[config.mk]
export PLATFORM = sky130hd
export DESIGN_NAME = irq_ctrl
export DESIGN_NICKNAME = d
export VERILOG_FILES = /design/src/rtl/irq_pkg.sv /design/src/rtl/irq_sync_edge.sv /design/src/rtl/irq_ctrl.sv
export SDC_FILE = /design/constraint.sdc
export NUM_CORES = 1
export LEC_CHECK = 0
export CORE_MARGIN = 2
export CORE_UTILIZATION = 48
export DETAILED_ROUTE_END_ITERATION = 10
export GPL_TIMING_DRIVEN = 1
export HOLD_SLACK_MARGIN = 0.08
export MAX_ROUTING_LAYER = met4
export PLACE_DENSITY = 0.76
export SLEW_MARGIN = 0
export SYNTH_ARGS = -nofsm -noshare
export SYNTH_HDL_FRONTEND = slang
export SYNTH_HIERARCHICAL = 1
export SYNTH_SLANG_ARGS = --single-unit
[constraint.sdc]
create_clock -name clk -period 1.48 [get_ports clk]
set_input_delay 0.148 -clock clk [delete_from_list [all_inputs] [get_ports clk]]
set_output_delay 0.148 -clock clk [all_outputs]
set_load 0.05 [all_outputs]
[src/rtl/irq_pkg.sv]
// Shared definitions for the interrupt front end: line count, FSM state
// encoding and the fixed-priority winner encoder.
package irq_pkg;

    localparam int NUM_IRQ = 4;
    localparam int IDX_W   = $clog2(NUM_IRQ);

    localparam logic [1:0] S_IDLE  = 2'd0;
    localparam logic [1:0] S_ISSUE = 2'd1;
    localparam logic [1:0] S_HOLD  = 2'd2;

    typedef enum logic [1:0] {
        ST_IDLE  = S_IDLE,
        ST_ISSUE = S_ISSUE,
        ST_HOLD  = S_HOLD
    } irq_state_e;

    typedef struct packed {
        logic             valid;
        logic [IDX_W-1:0] idx;
    } prio_t;

    // Lowest-numbered set bit wins (bit0 > bit1 > bit2 > bit3).
    function automatic prio_t prio_enc(input logic [NUM_IRQ-1:0] req);
        prio_t r;
        r = '0;
        for (int i = NUM_IRQ - 1; i >= 0; i--) begin
            if (req[i]) begin
                r.valid = 1'b1;
                r.idx   = IDX_W'(i);
            end
        end
        return r;
    endfunction

endpackage

[src/rtl/irq_sync_edge.sv]
// One request line: 2-FF synchronizer, optional debounce filter and
// rising-edge detector. Debounce is built only when IRQ_DEBOUNCE_EN is defined.
// All history resets to "high" so a line that is high while reset is
// released can never look like a fresh rising edge.
module irq_sync_edge #(
    parameter int DEB_CYCLES = 4
) (
    input  logic clk,
    input  logic reset,
    input  logic async_in,
    output logic rise
);

    logic s1_q, s1_d;
    logic s2_q, s2_d;
    logic prev_q, prev_d;
    logic level;

`ifdef IRQ_DEBOUNCE_EN
    localparam int DW = (DEB_CYCLES > 1) ? $clog2(DEB_CYCLES) : 1;

    logic          filt_q, filt_d;
    logic [DW-1:0] dcnt_q, dcnt_d;

    // Filtered level follows the synchronized level only after DEB_CYCLES
    // consecutive samples that differ from it.
    always_comb begin
        filt_d = filt_q;
        dcnt_d = '0;
        if (s2_q != filt_q) begin
            if (dcnt_q == DW'(DEB_CYCLES - 1)) begin
                filt_d = s2_q;
            end else begin
                dcnt_d = dcnt_q + 1'b1;
            end
        end
    end

    // Debounce state registers.
    always_ff @(posedge clk) begin
        if (!reset) begin
            filt_q <= 1'b1;
            dcnt_q <= '0;
        end else begin
            filt_q <= filt_d;
            dcnt_q <= dcnt_d;
        end
    end

    assign level = filt_q;
`else
    logic unused_deb;
    assign unused_deb = (DEB_CYCLES > 0);
    assign level      = s2_q;
`endif

    // Next values of the synchronizer chain and edge history.
    always_comb begin
        s1_d   = async_in;
        s2_d   = s1_q;
        prev_d = level;
    end

    // Synchronizer and previous-level registers.
    always_ff @(posedge clk) begin
        if (!reset) begin
            s1_q   <= 1'b1;
            s2_q   <= 1'b1;
            prev_q <= 1'b1;
        end else begin
            s1_q   <= s1_d;
            s2_q   <= s2_d;
            prev_q <= prev_d;
        end
    end

    assign rise = level & ~prev_q;

endmodule

[src/rtl/irq_ctrl.sv]
// Interrupt front end for the single-cycle cpu. Latches rising edges of four
// async request lines as pending and issues one-cycle ie pulses one at a time
// by fixed priority, with HOLDOFF idle cycles after each pulse.
// Optional feature macro: IRQ_DEBOUNCE_EN (per-line debounce, DEB_CYCLES).
// Handshake: there is none back from the cpu; an ie pulse is the whole
// transaction and the hold-off gap gives the cpu time to take its vector.
module irq_ctrl
    import irq_pkg::*;
#(
    parameter int HOLDOFF    = 4,
    parameter int DEB_CYCLES = 4
) (
    input  logic               clk,
    input  logic               reset,
    input  logic [NUM_IRQ-1:0] irq_in,
    input  logic               mask_we,
    input  logic [NUM_IRQ-1:0] mask_in,
    input  logic               ov_clr,
    output logic               ie1,
    output logic               ie2,
    output logic               ie3,
    output logic               ie4,
    output logic [NUM_IRQ-1:0] pending,
    output logic [NUM_IRQ-1:0] overrun,
    output logic               busy,
    output logic [1:0]         state_dbg
);

    localparam int CW = (HOLDOFF > 1) ? $clog2(HOLDOFF) : 1;

    logic [NUM_IRQ-1:0] rise;
    logic [NUM_IRQ-1:0] mask_q, mask_d;
    logic [NUM_IRQ-1:0] pend_q, pend_d;
    logic [NUM_IRQ-1:0] ov_q, ov_d;
    logic [NUM_IRQ-1:0] issued;
    irq_state_e         state_q, state_d;
    logic [IDX_W-1:0]   winner_q, winner_d;
    logic [CW-1:0]      cnt_q, cnt_d;
    prio_t              pr;

    for (genvar g = 0; g < NUM_IRQ; g++) begin : g_line
        irq_sync_edge #(
            .DEB_CYCLES(DEB_CYCLES)
        ) u_sync_edge (
            .clk      (clk),
            .reset    (reset),
            .async_in (irq_in[g]),
            .rise     (rise[g])
        );
    end

    // Mask, pending and overrun next-state. The new mask applies in the same
    // edge, so newly masked lines drop pending and their edges are discarded.
    always_comb begin
        mask_d = mask_we ? mask_in : mask_q;
        issued = (state_q == ST_ISSUE) ? (NUM_IRQ'(1) << winner_q) : '0;
        pend_d = (pend_q & ~issued & ~mask_d) | (rise & ~mask_d);
        ov_d   = (ov_q & ~{NUM_IRQ{ov_clr}}) | (rise & ~mask_d & pend_q & ~issued);
    end

    // FSM next-state: pick a winner in IDLE, pulse in ISSUE, count out HOLD.
    always_comb begin
        state_d  = state_q;
        winner_d = winner_q;
        cnt_d    = cnt_q;
        pr       = prio_enc(pend_q & ~mask_q);
        case (state_q)
            ST_IDLE: begin
                if (pr.valid) begin
                    state_d  = ST_ISSUE;
                    winner_d = pr.idx;
                end
            end
            ST_ISSUE: begin
                cnt_d   = CW'(HOLDOFF - 1);
                state_d = ST_HOLD;
            end
            ST_HOLD: begin
                if (cnt_q == '0) begin
                    state_d = ST_IDLE;
                end else begin
                    cnt_d = cnt_q - 1'b1;
                end
            end
            default: state_d = ST_IDLE;
        endcase
    end

    // All controller state registers.
    always_ff @(posedge clk) begin
        if (!reset) begin
            mask_q   <= '0;
            pend_q   <= '0;
            ov_q     <= '0;
            state_q  <= ST_IDLE;
            winner_q <= '0;
            cnt_q    <= '0;
        end else begin
            mask_q   <= mask_d;
            pend_q   <= pend_d;
            ov_q     <= ov_d;
            state_q  <= state_d;
            winner_q <= winner_d;
            cnt_q    <= cnt_d;
        end
    end

    assign ie1       = issued[0];
    assign ie2       = issued[1];
    assign ie3       = issued[2];
    assign ie4       = issued[3];
    assign pending   = pend_q;
    assign overrun   = ov_q;
    assign busy      = (state_q != ST_IDLE);
    assign state_dbg = state_q;

endmodule

=== Word level (Yosys, flattened, before mapping) ===
Cells that the tools add are included.

* Register bits after elaboration: 30
* Input bits: 12
* Output and inout bits: 15
* Logic and storage cells: 64

* $add $sub $neg: 1
* Equality and inequality tests: 5
* Shift-type cells: 1
* Muxes and demuxes: 11
* Bitwise gates (word level): 21
* Reductions and logical operators: 7

{| class="wikitable"
|+ Operator list
! cell !! number
|-
| $and 4x4->4 || 7
|-
| $not 4->4 || 4
|-
| $mux 3 || 4
|-
| $mux 4 || 2
|-
| $or 4x4->4 || 2
|-
| $mux 2 || 3
|-
| $ne 2x2->1 const B || 3
|-
| $pmux 2 s3 || 1
|-
| $reduce_and 2->1 || 3
|-
| $and 1x1->1 || 4
|-
| $logic_not 2->1 || 2
|-
| $not 1->1 || 4
|-
| $pmux 2 s2 || 1
|-
| $reduce_bool 2->1 || 2
|-
| $shl 1x2->4 const A || 1
|-
| $eq 2x1->1 const B || 1
|-
| $eq 2x2->1 const B || 1
|-
| $sub 2x1->2 const B || 1
|}

=== Logic depth before layout (Yosys ltp) ===
Gate-level depths: netlist (run 1).

* Depth in word-level cells: 8
* Gate-level depth with buffers: 5
* Mapped depth without buffers: 5

=== Hierarchy ===
Netlist (run 1), hierarchy kept.

{| class="wikitable"
|+ By module, submodules not included
! module !! times used !! cells an instance !! area each (µm²) !! seq. area each (µm²)
|-
| irq_ctrl || 1 || 85 || 850.8 || 360.3
|-
| irq_sync_edge || 4 || 7 || 92.6 || 60.1
|}

=== Worst setup path after synthesis (run 1) ===
OpenSTA, ideal clock, no wires.

* Path kind: register to output
* Start: register state_q[0] (netlist: state_dbg[0])
* End: output ie1
* Arrival time: 1.928 ns
* Data required time: 1.332 ns
* Setup slack: -0.596 ns
* Stages on the path, launching flop included: 4
* Path buffers: 1
* Path through: dfxtp_1 buf_6 nand2b_4 nor3_1

* Word-level cells in the longest chain between the ends: 2

{| class="wikitable"
|+ RTL lines
! item !! RTL line !! RTL
|-
| from (decl) || irq_ctrl.sv:36 || <nowiki>irq_state_e state_q, state_d;</nowiki>
|-
| from (signal assigned) || irq_ctrl.sv:102 || <nowiki>state_q <= state_d;</nowiki>
|-
| $eq 2x1->1 || irq_ctrl.sv:56 || <nowiki>issued = (state_q == ST_ISSUE) ? (NUM_IRQ'(1) << winner_q) : '0;</nowiki>
|-
| $mux 4 || irq_ctrl.sv:56 ||
|-
| to (decl) || irq_ctrl.sv:19 || <nowiki>output logic ie1,</nowiki>
|}

Every way passes these cells.

=== Worst setup path in the final report (run 1) ===
* Start: register winner_q[1]
* End: output ie4

* Word-level cells in the longest chain between the ends: 2

{| class="wikitable"
|+ RTL lines
! item !! RTL line !! RTL
|-
| from (decl) || irq_ctrl.sv:37 || <nowiki>logic [IDX_W-1:0] winner_q, winner_d;</nowiki>
|-
| from (signal assigned) || irq_ctrl.sv:103 || <nowiki>winner_q <= winner_d;</nowiki>
|-
| $shl 1x2->4 || irq_ctrl.sv:56 ||
|-
| $mux 4 || irq_ctrl.sv:56 ||
|-
| to (decl) || irq_ctrl.sv:22 || <nowiki>output logic ie4,</nowiki>
|}

Every way passes these cells.

==> results.yml, run 1 <==
layout:
  drive_above_1_share_pct: 28.3
  diodes: 0
  seq_area_um2: 607
  syn2layout_area_growth_pct: 33.4
  fin_nets: 157
  fillers: 204
  design_area_mm2: 0.00163
  fin_cells: 175
  multi_input_area_um2: 589
power_and_ir_drop:
  leakagePower_nw: 0.765
  seqPwrFrac_pct: 56.2
  power_w: 0.00153
  cellPowerDensity_mw_per_mm2: 942
  clockPowerShare_pct: 32.0
  p_comb_share_pct: 11.8
  power.switching_w: 0.000371
  vdd_ir_drop_max_mv: 0.828
  switching_share_pct: 24.2
  power.internal_w: 0.00116
logic_synthesis:
  synth.ff_latch_count: 30
  seq_area_frac_synth_pct: 49.2
  syn_avg_cell_area_um2: 10.8
  syn_area_mm2: 0.00122
  yosys_warnings: 6
  syn_inst: 113
  synth_cell_types: 29
  synth_nets: 126
global_route:
  grt_start_max_net_pins: 16
  antenna_found_initial: 0
  grt_pass1_wl_um: 3680
  grt_overflow_total: 0
  grtUsageTotal_pct: 18.2
  grt_pass1_vias: 879
clock_network:
  clk_pin_slew_ns: 0.09
  clock_path_buffers: 2
  htree_levels: 2
  cts_tree: "done"
  cts_setup_buffers: 0
  cts.sinks: 30
  cts_buffers: 5
  clk_latency_ns: 0.32
  cts-root-buf: "clkbuf_4"
setup_path:
  r2r-start: "cnt_q[0]"
  rrSetupSlack_ns: 0.19
  crit_path_max_fanout: 6
  reg2reg_to: "cnt_q[1]"
  cp-end-kind: "primary output"
  cp_data_arrival_time_ns: 1.25
  setup.worst_path.start_class: "flop"
  reg2reg_depth: 5
  cp.required_ns: 1.33
  path_class: "flop to primary output"
floorplan:
  die_y_um: 54.4
  die-area_mm2: 0.00296
  fp.dieW_um: 54.4
  rows: 18
  num_io_pins: 27
  start_util_pct: 49.7
  core_mm2: 0.00245
drt:
  dr.pass1.iters: 4
  drtIter0Drc: 16
  drc: 0
  ant_nets: 0
  vias_per_cell: 5.21
  postRouteWirelength_um: 2250
  dr_total_vias: 911
  wl_per_cell_um: 12.8
place:
  place_area_mm2: 0.00156
  io_buffers: 26
  routabilityCongestion: 0.764
  dp.cells: 167
  dp_hpwl_um: 1690
sta:
  slew_viol_final: 0
  fmax_mhz: 714
  setup-violations-final: 0
  rsz0062_at_grt: "no"
  finalCritPeriodShare_pct: 94.6
  fin_skew_ns: 0.0116
  finalHoldViolations: 0
  final.setup.tns_ns: 0
  worstMarginPinSlew_ns: 0.256
  period_needed_ns: 1.40
  maxSlewHeadroom_pct: 82.5
worst_hold_path:
  hold_start: "irq_in[3]"
  hold_path_end: "g_line[3].u_sync_edge/s1_q"
  hold_path_depth: 2
  hp-class: "input pin to flop"
run:
  drv_cap: 0
outcome:
  status: "completed"
[flip-flops by register name, summed over array words and instances (netlist names)]
| register | flops |
|---|---|
| g_line.u_sync_edge/s1_q | 4 |
| overrun | 4 |
| g_line.u_sync_edge/level | 4 |
| pending | 4 |
| winner_q | 2 |
| state_dbg | 2 |
| g_line.u_sync_edge/prev_q | 4 |
| mask_q | 4 |
| cnt_q | 2 |
[cell type report]
| cell class | instances | share of cell area, % |
|---|---|---|
| multi-input cells | 74 | 36.2 |
| well taps | 30 | 2.30 |
| inverters | 4 | 0.922 |
| flip-flops and latches | 30 | 37.3 |
| clock buffers | 7 | 3.38 |
| clock inverters | 1 | 0.307 |
| repair buffers | 29 | 19.7 |
[synth_stat cells]
master	number	share of area [%]
a21oi_1	3	1.2
mux2i_1	4	3.3
buf_6	2	1.8
nor2b_2	2	1.4
and3b_1	3	2.2
a21boi_0	3	1.8
nor2b_1	8	4.1
a41o_1	3	2.5
o21bai_1	1	0.61
a211oi_1	1	0.61
nand2b_4	1	1.1
clkbuf_2	1	0.41
nor2_1	5	1.5
nand2_1	3	0.92
o21ai_0	3	1.2
dfxtp_1	30	49
nand4_1	1	0.51
ha_1	1	1.0
o221a_2	2	1.8
o31a_1	1	0.72
nand2b_1	15	7.7
nor3_1	2	0.82
nor2b_4	4	4.5
inv_1	4	1.2
o211a_1	4	3.3
buf_2	2	0.82
o311a_1	1	0.82
and4bb_2	2	2.0
nand4b_1	1	0.72
[metrics by stage]
stage / hold slack (ns) / setup slack (ns) / util, %
3_3_place_gp: 0.389 / 0.0855 / 63.7
6_report: 0.395 / 0.0803 / 66.4
2_1_floorplan: 0.221 / 0.0629 / -
3_5_place_dp: 0.393 / 0.0458 / 63.7
5_1_grt: 0.395 / 0.00151 / 66.4
4_1_cts: 0.379 / 0.0325 / 66.1
[layer usage]
| metal | wire (um) | GRT usage (%) | up-vias |
|---|---|---|---|
| met1 | 923 | 20.0 | 422 |
| met2 | 1220 | 31.1 | 29 |
| li1 | - | - | 458 |
| met4 | 13 | 8.75 | 0 |
| met5 | 0 | - | - |
| met3 | 89 | 4.10 | 2 |
[critical path, cell delays in order, from the launching register on]
cell and delay (ns):
dfxtp_1 0.47, nand4b_1 0.19, inv_1 0.13, buf_12 0.14
[logic make-up after synthesis]
family | share of synthesized area [%]
flip-flops | 49.2
adder cells (fa/ha/maj) | 1.02
AO/OA/AOI/OAI | 14.7
buffers and inverters | 4.30
AND/OR/NAND/NOR | 27.6
multiplexers | 3.28
[power groups by stage]
stage          Clock (W)  Combinational, W  Sequential (W)
2_1_floorplan          0         0.0000981        0.000887
3_3_place_gp           0          0.000174        0.000879
3_5_place_dp           0          0.000181        0.000881
4_1_cts         0.000516          0.000182        0.000863
5_1_grt         0.000553          0.000195        0.000866
6_report        0.000491          0.000181        0.000862
[how the worst max path moves through the flow]
stage            endpoint  slack (ns)          from  cells after the start
5_1_grt               ie4       0.002   winner_q[1]                      3
6_report              ie4        0.08   winner_q[1]                      3
2_1_floorplan  overrun[1]        0.06  state_dbg[0]                      4
3_3_place_gp   overrun[3]        0.09       mask_we                      4
4_1_cts              busy        0.03  state_dbg[0]                      3
3_5_place_dp   overrun[3]        0.05       mask_we                      4
[cells in the final DEF (no fill, tap or decap), types with 3 or more instances in the layout]
cell / synthesis / routed
a41o_1: 3 / 3
nor2b_4: 4 / 4
a21oi_1: 3 / 3
clkdlybuf4s50_1: 0 / 11
inv_1: 4 / 4
nor2_1: 5 / 4
nand2_1: 3 / 3
mux2i_1: 4 / 4
o211a_1: 4 / 4
buf_4: 0 / 12
nor2b_1: 8 / 8
o21ai_0: 3 / 3
clkbuf_4: 0 / 5
a21boi_0: 3 / 3
dfxtp_1: 30 / 27
and3b_1: 3 / 3
buf_12: 0 / 6
nand2b_1: 15 / 15
[timing repair]
| action | in CTS | in global routing |
|---|---|---|
| resized for setup | 0 | 3 |
| setup endpoints to repair | 0 | 2 |
| hold buffers | 0 | 0 |
Power figures use the tool's default switching activity.
==> run 2: changes to the inputs <==
--- a/config.mk
+++ b/config.mk
@@ -5,13 +5,15 @@
 export SDC_FILE = /design/constraint.sdc
 export NUM_CORES = 1
 export LEC_CHECK = 0
+export CELL_PAD_IN_SITES_DETAIL_PLACEMENT = 1
+export CELL_PAD_IN_SITES_GLOBAL_PLACEMENT = 1
 export CORE_MARGIN = 2
-export CORE_UTILIZATION = 48
+export CORE_UTILIZATION = 38
 export DETAILED_ROUTE_END_ITERATION = 10
 export GPL_TIMING_DRIVEN = 1
 export HOLD_SLACK_MARGIN = 0.08
 export MAX_ROUTING_LAYER = met4
-export PLACE_DENSITY = 0.76
+export PLACE_DENSITY_LB_ADDON = 0.1
 export SLEW_MARGIN = 0
 export SYNTH_ARGS = -nofsm -noshare
 export SYNTH_HDL_FRONTEND = slang
==> run 2 against run 1 <==
Die area increased by 24%. Flip-flop and latch count unchanged. Maximum frequency decreased by 0.50%. Largest power group is now the clock network.
==> results.yml, run 2 (synthesized netlist as in run 1, its figures left out) <==
outcome:
  status: "completed"
drt:
  wl_per_cell_um: 13.5
  postRouteWirelength_um: 2570
  drc: 0
  ant_nets: 0
  dr_total_vias: 922
  dr.pass1.iters: 4
  drtIter0Drc: 26
  vias_per_cell: 4.85
floorplan:
  fp.dieW_um: 60.7
  start_util_pct: 40.0
  die-area_mm2: 0.00368
  rows: 20
  core_mm2: 0.00305
  num_io_pins: 27
  die_y_um: 60.7
clock_network:
  cts.sinks: 30
  clock_path_buffers: 2
  cts_tree: "done"
  htree_levels: 2
  clk_latency_ns: 0.35
  cts_buffers: 5
  postCtsHoldBufs: 0
  clk_pin_slew_ns: 0.10
  cts-root-buf: "clkbuf_4"
place:
  dp_slack_ns: 0.0640
  routabilityCongestion: 0.744
  dp.cells: 180
  dp_hpwl_um: 1830
  io_buffers: 26
setup_path:
  reg2reg_depth: 5
  crit_path_max_fanout: 11
  cp-end-kind: "primary output"
  cp.required_ns: 1.33
  path_class: "flop to primary output"
  setup.worst_path.start_class: "flop"
  cp_data_arrival_time_ns: 1.26
layout:
  fin_nets: 158
  drive_above_1_share_pct: 30.1
  syn2layout_area_growth_pct: 40.8
  final_cell_mix: "dfxtp_1 (26), nand2b_1 (15), buf_4 (12)"
  diodes: 0
  final_common_cell: "dfxtp_1"
  fin_cells: 190
global_route:
  grt_start_max_net_pins: 34
  antenna_found_initial: 0
  grt_overflow_total: 0
  grt_pass1_wl_um: 4300
  grt_pass1_vias: 940
  grtUsageTotal_pct: 17.1
worst_hold_path:
  hold_path_depth: 2
  hp-class: "input pin to flop"
sta:
  maxSlewHeadroom_pct: 78.6
  worstMarginPinSlew_ns: 0.321
  finalCritPeriodShare_pct: 95.0
  period_needed_ns: 1.41
  setup_ws_ns: 0.0733
  finalHoldViolations: 0
  fmax_mhz: 711
  slew_viol_final: 0
  setup-violations-final: 0
  fin_skew_ns: 0.00710
power_and_ir_drop:
  power_w: 0.00193
  vdd_ir_drop_max_mv: 0.678
  leakagePower_nw: 0.797
  cellPowerDensity_mw_per_mm2: 1120
run:
  drv_cap: 0
==> run 2: cell count changes in the layout (fill, tap and decap cells not counted), sizes merged <==
cell / delta
clkinv: -1
clkbuf: -1
buf: +1
bufinv: +2
==> run 2: through the flow <==
| stage | utilization (%) | area, um^2 | TNS [ns] | hold WS (ns) |
|---|---|---|---|---|
| final | 56.3 | 1720 | 0 | 0.361 |
| after floorplan | - | 1240 | 0 | 0.221 |
| after CTS | 55.7 | 1700 | -0.0105 | 0.358 |
| after detailed placement | 51.9 | 1590 | 0 | 0.401 |
| after global placement | 51.9 | 1590 | 0 | 0.390 |
| after global routing | 56.3 | 1720 | -0.00110 | 0.370 |
==> run 2: final timing paths <==
path,startpoint,to,slack [ns]
max,state_dbg[1],ie2,0.07
min reg2reg,g_line[0].u_sync_edge/s1_q,g_line[0].u_sync_edge/level,0.42
max reg2reg,cnt_q[0],cnt_q[1],0.21
min,irq_in[3],g_line[3].u_sync_edge/s1_q,0.36
==> run 2: what timing repair did <==
item | CTS | global route
pin swaps | 0 | 0
gates resized for setup | 3 | 1
setup endpoints to repair | 2 | 2
gates cloned | 0 | 0
setup buffers | 0 | 2
==> run 2: layout make-up <==
type | instances | area, um^2
Clock inverter | 2 | 60.1
Tap cell | 44 | 55.1
Inverter | 4 | 15.0
Multi-Input combinational cell | 74 | 589
Clock buffer | 6 | 51.3
Sequential cell | 30 | 608
Fill cell | 345 | 1330
Timing Repair Buffer | 30 | 340
==> run 2: routing by layer <==
layer | wire length, um | track usage [%] | part of all wire, % | vias up
met5 | 0 | - | 0 | -
met4 | 40 | 7.45 | 1.6 | 0
met3 | 142 | 7.04 | 5.5 | 5
met2 | 1320 | 26.0 | 51 | 20
met1 | 1070 | 19.7 | 41 | 438
li1 | - | - | - | 459
==> run 2: critical path, stage by stage (launching register included) <==
cell      delay (ns)
dfxtp_2         0.39
and4bb_4        0.38
buf_12          0.14
==> run 2: where the power goes <==
| group | leakage [nW] | total (W) | internal, W | switching [W] |
|---|---|---|---|---|
| combinational | 0.491 | 0.000183 | 0.0000991 | 0.0000844 |
| sequential | 0.248 | 0.000863 | 0.000837 | 0.0000259 |
| clock | 0.0585 | 0.000882 | 0.000572 | 0.000310 |
| total | 0.797 | 0.00193 | 0.00151 | 0.000420 |
==> run 3: changes to the inputs <==
--- a/config.mk
+++ b/config.mk
@@ -14,6 +14,7 @@
 export HOLD_SLACK_MARGIN = 0.08
 export MAX_ROUTING_LAYER = met4
 export PLACE_DENSITY_LB_ADDON = 0.1
+export SETUP_SLACK_MARGIN = 0.3
 export SLEW_MARGIN = 0
 export SYNTH_ARGS = -nofsm -noshare
 export SYNTH_HDL_FRONTEND = slang
==> constraint.sdc (replaced) <==
create_clock -name clk -period 1.32 [get_ports clk]
set_input_delay 0.132 -clock clk [delete_from_list [all_inputs] [get_ports clk]]
set_output_delay 0.132 -clock clk [all_outputs]
set_load 0.05 [all_outputs]
==> run 3 against run 2 <==
The run now ends with negative setup slack left. Power shrank 8.3%. Sequential share of layout area shrank 2.1 points. Via count grew 1.1%. Critical endpoint is now ie3. Largest power group is now registers. Highest routed layer unchanged.
==> results.yml, run 3 (synthesized netlist as in run 1, its figures left out) <==
outcome:
  status: "finished, violations left"
  violations: "negative setup slack"
sta:
  maxSlewHeadroom_pct: 82.9
  fin_skew_ns: 0.00425
  fmax_mhz: 750
  finalHoldViolations: 0
  slew_viol_final: 0
  final.setup.tns_ns: -0.0251
  finalCritPeriodShare_pct: 101
  setup_ws_ns: -0.0138
  period_needed_ns: 1.33
  worstMarginPinSlew_ns: 0.249
  setup-violations-final: 2
  rsz0062_at_grt: "yes"
setup_path:
  cp_data_arrival_time_ns: 1.20
  rrSetupSlack_ns: 0.11
  cp_slowest_cell: "dfxtp_4"
  cp.required_ns: 1.19
  r2r-start: "state_dbg[1]"
  reg2reg_to: "pending[3]"
  reg2reg_depth: 5
  crit_cells: 2
  crit_path_max_fanout: 7
  path_class: "flop to primary output"
  crit_chain: "and4bb_4, buf_12"
  critPathBufInv: 1
  cp-end-kind: "primary output"
  critical-path-top-delay-family: "flip-flops"
  crit_start: "winner_q[0]"
  setup.worst_path.start_class: "flop"
  max_stage_delay_ns: 0.38
  setup.worst_path.end: "ie3"
global_route:
  met1_usage_pct: 21.3
  grt_start_max_net_pins: 14
  grtUsageTotal_pct: 17.7
  grt_overflow_total: 0
  antenna_found_initial: 0
  met3_usage_pct: 4.69
  grt_pass1_vias: 951
  use_met2_pct: 27.8
  grt_pass1_wl_um: 4540
  busiest_layer: "met2"
run:
  drv_cap: 0
clock_network:
  postCtsHoldBufs: 0
  cts-root-buf: "clkbuf_4"
  clk_latency_ns: 0.31
  clk_pin_slew_ns: 0.09
  htree_levels: 2
  cts_buffers: 5
  cts_tree: "done"
  clock_path_buffers: 2
  cts.sinks: 30
power_and_ir_drop:
  p_comb_share_pct: 13.9
  switching_share_pct: 25.0
  vdd_ir_drop_max_mv: 0.746
  clockPowerShare_pct: 31.7
  cellPowerDensity_mw_per_mm2: 927
  power.internal_w: 0.00133
  power.switching_w: 0.000441
  leakagePower_nw: 0.847
  seqPwrFrac_pct: 54.4
drt:
  wl_per_cell_um: 13.4
  postRouteWirelength_um: 2660
  drc: 0
  ant_nets: 0
  dr.pass1.iters: 4
  dr_total_vias: 932
  drtIter0Drc: 38
  vias_per_cell: 4.71
layout:
  design_area_mm2: 0.00191
  final_cell_mix: "dfxtp_1 (14), buf_12 (14), nand2b_1 (13)"
  syn2layout_area_growth_pct: 56.3
  fin_cells: 198
  drive_above_1_share_pct: 48.7
  diodes: 0
  fin_nets: 166
floorplan:
  die-area_mm2: 0.00368
  die_y_um: 60.7
  rows: 20
  fp.dieW_um: 60.7
  core_mm2: 0.00305
  num_io_pins: 27
  start_util_pct: 40.0
place:
  dp_hpwl_um: 1980
  io_buffers: 26
  routabilityCongestion: 0.709
  dp.cells: 181
  place_area_mm2: 0.00170
worst_hold_path:
  hold_path_depth: 2
  hp-class: "input pin to flop"
## run 3: cell count changes in the layout (fill, tap and decap cells not counted), moves of 3 or more
cell	before	now
a21oi_1	3	0
buf_12	7	14
dfxtp_1	26	14
dfxtp_2	3	10
dfxtp_4	1	6
inv_1	4	1
## run 3: routing by layer
metal / part of all wire [%] / wire length, um / up-vias
met1: 43 / 1150 / 439
met4: 1.2 / 32 / 0
met2: 52 / 1390 / 18
met5: 0 / 0 / -
met3: 3.2 / 86 / 4
li1: - / - / 471
## run 3: cell type report
| cell class | count | area, um^2 |
|---|---|---|
| Timing Repair Buffer | 38 | 492 |
| Tap cell | 44 | 55.1 |
| Multi-Input combinational cell | 74 | 648 |
| Fill cell | 329 | 1140 |
| Sequential cell | 30 | 636 |
| Clock buffer | 7 | 55.1 |
| Inverter | 4 | 17.5 |
| Clock inverter | 1 | 5.00 |
## run 3: how the worst min path moves through the flow
| stage | end | slack (ns) | start |
|---|---|---|---|
| floorplan | g_line[0].u_sync_edge/prev_q | 0.21 | reset |
| global placement | g_line[2].u_sync_edge/level | 0.39 | g_line[2].u_sync_edge/s1_q |
| detailed placement | g_line[0].u_sync_edge/level | 0.39 | g_line[0].u_sync_edge/s1_q |
| CTS | g_line[2].u_sync_edge/s1_q | 0.36 | irq_in[2] |
| global route | g_line[0].u_sync_edge/s1_q | 0.38 | irq_in[0] |
| finish | g_line[0].u_sync_edge/s1_q | 0.38 | irq_in[0] |
## run 3: power by group through the flow
stage / registers (W) / logic, W / clock network, W
5_1_grt: 0.000967 / 0.000267 / 0.000625
4_1_cts: 0.000964 / 0.000239 / 0.000590
3_5_place_dp: 0.000989 / 0.000209 / 0
3_3_place_gp: 0.000986 / 0.000203 / 0
2_1_floorplan: 0.000992 / 0.000112 / 0
6_report: 0.000961 / 0.000246 / 0.000561
## run 3: repair_timing
| item | CTS | global route |
|---|---|---|
| endpoints found under the hold margin | 0 | 0 |
| gates resized for setup | 19 | 11 |
| pin swaps | 6 | 4 |
| buffers inserted | 7 | 2 |
| endpoints found under the setup margin | 25 | 23 |
## run 3: metrics by stage
stage / setup slack (ns) / hold slack [ns] / power, W / utilization (%)
after floorplan: -0.0335 / 0.205 / 0.00110 / -
after global placement: -0.0333 / 0.391 / 0.00119 / 55.5
after detailed placement: -0.0736 / 0.395 / 0.00120 / 55.5
after CTS: -0.0368 / 0.361 / 0.00179 / 61.0
after global routing: -0.0752 / 0.380 / 0.00186 / 62.5
final: -0.0138 / 0.379 / 0.00177 / 62.5
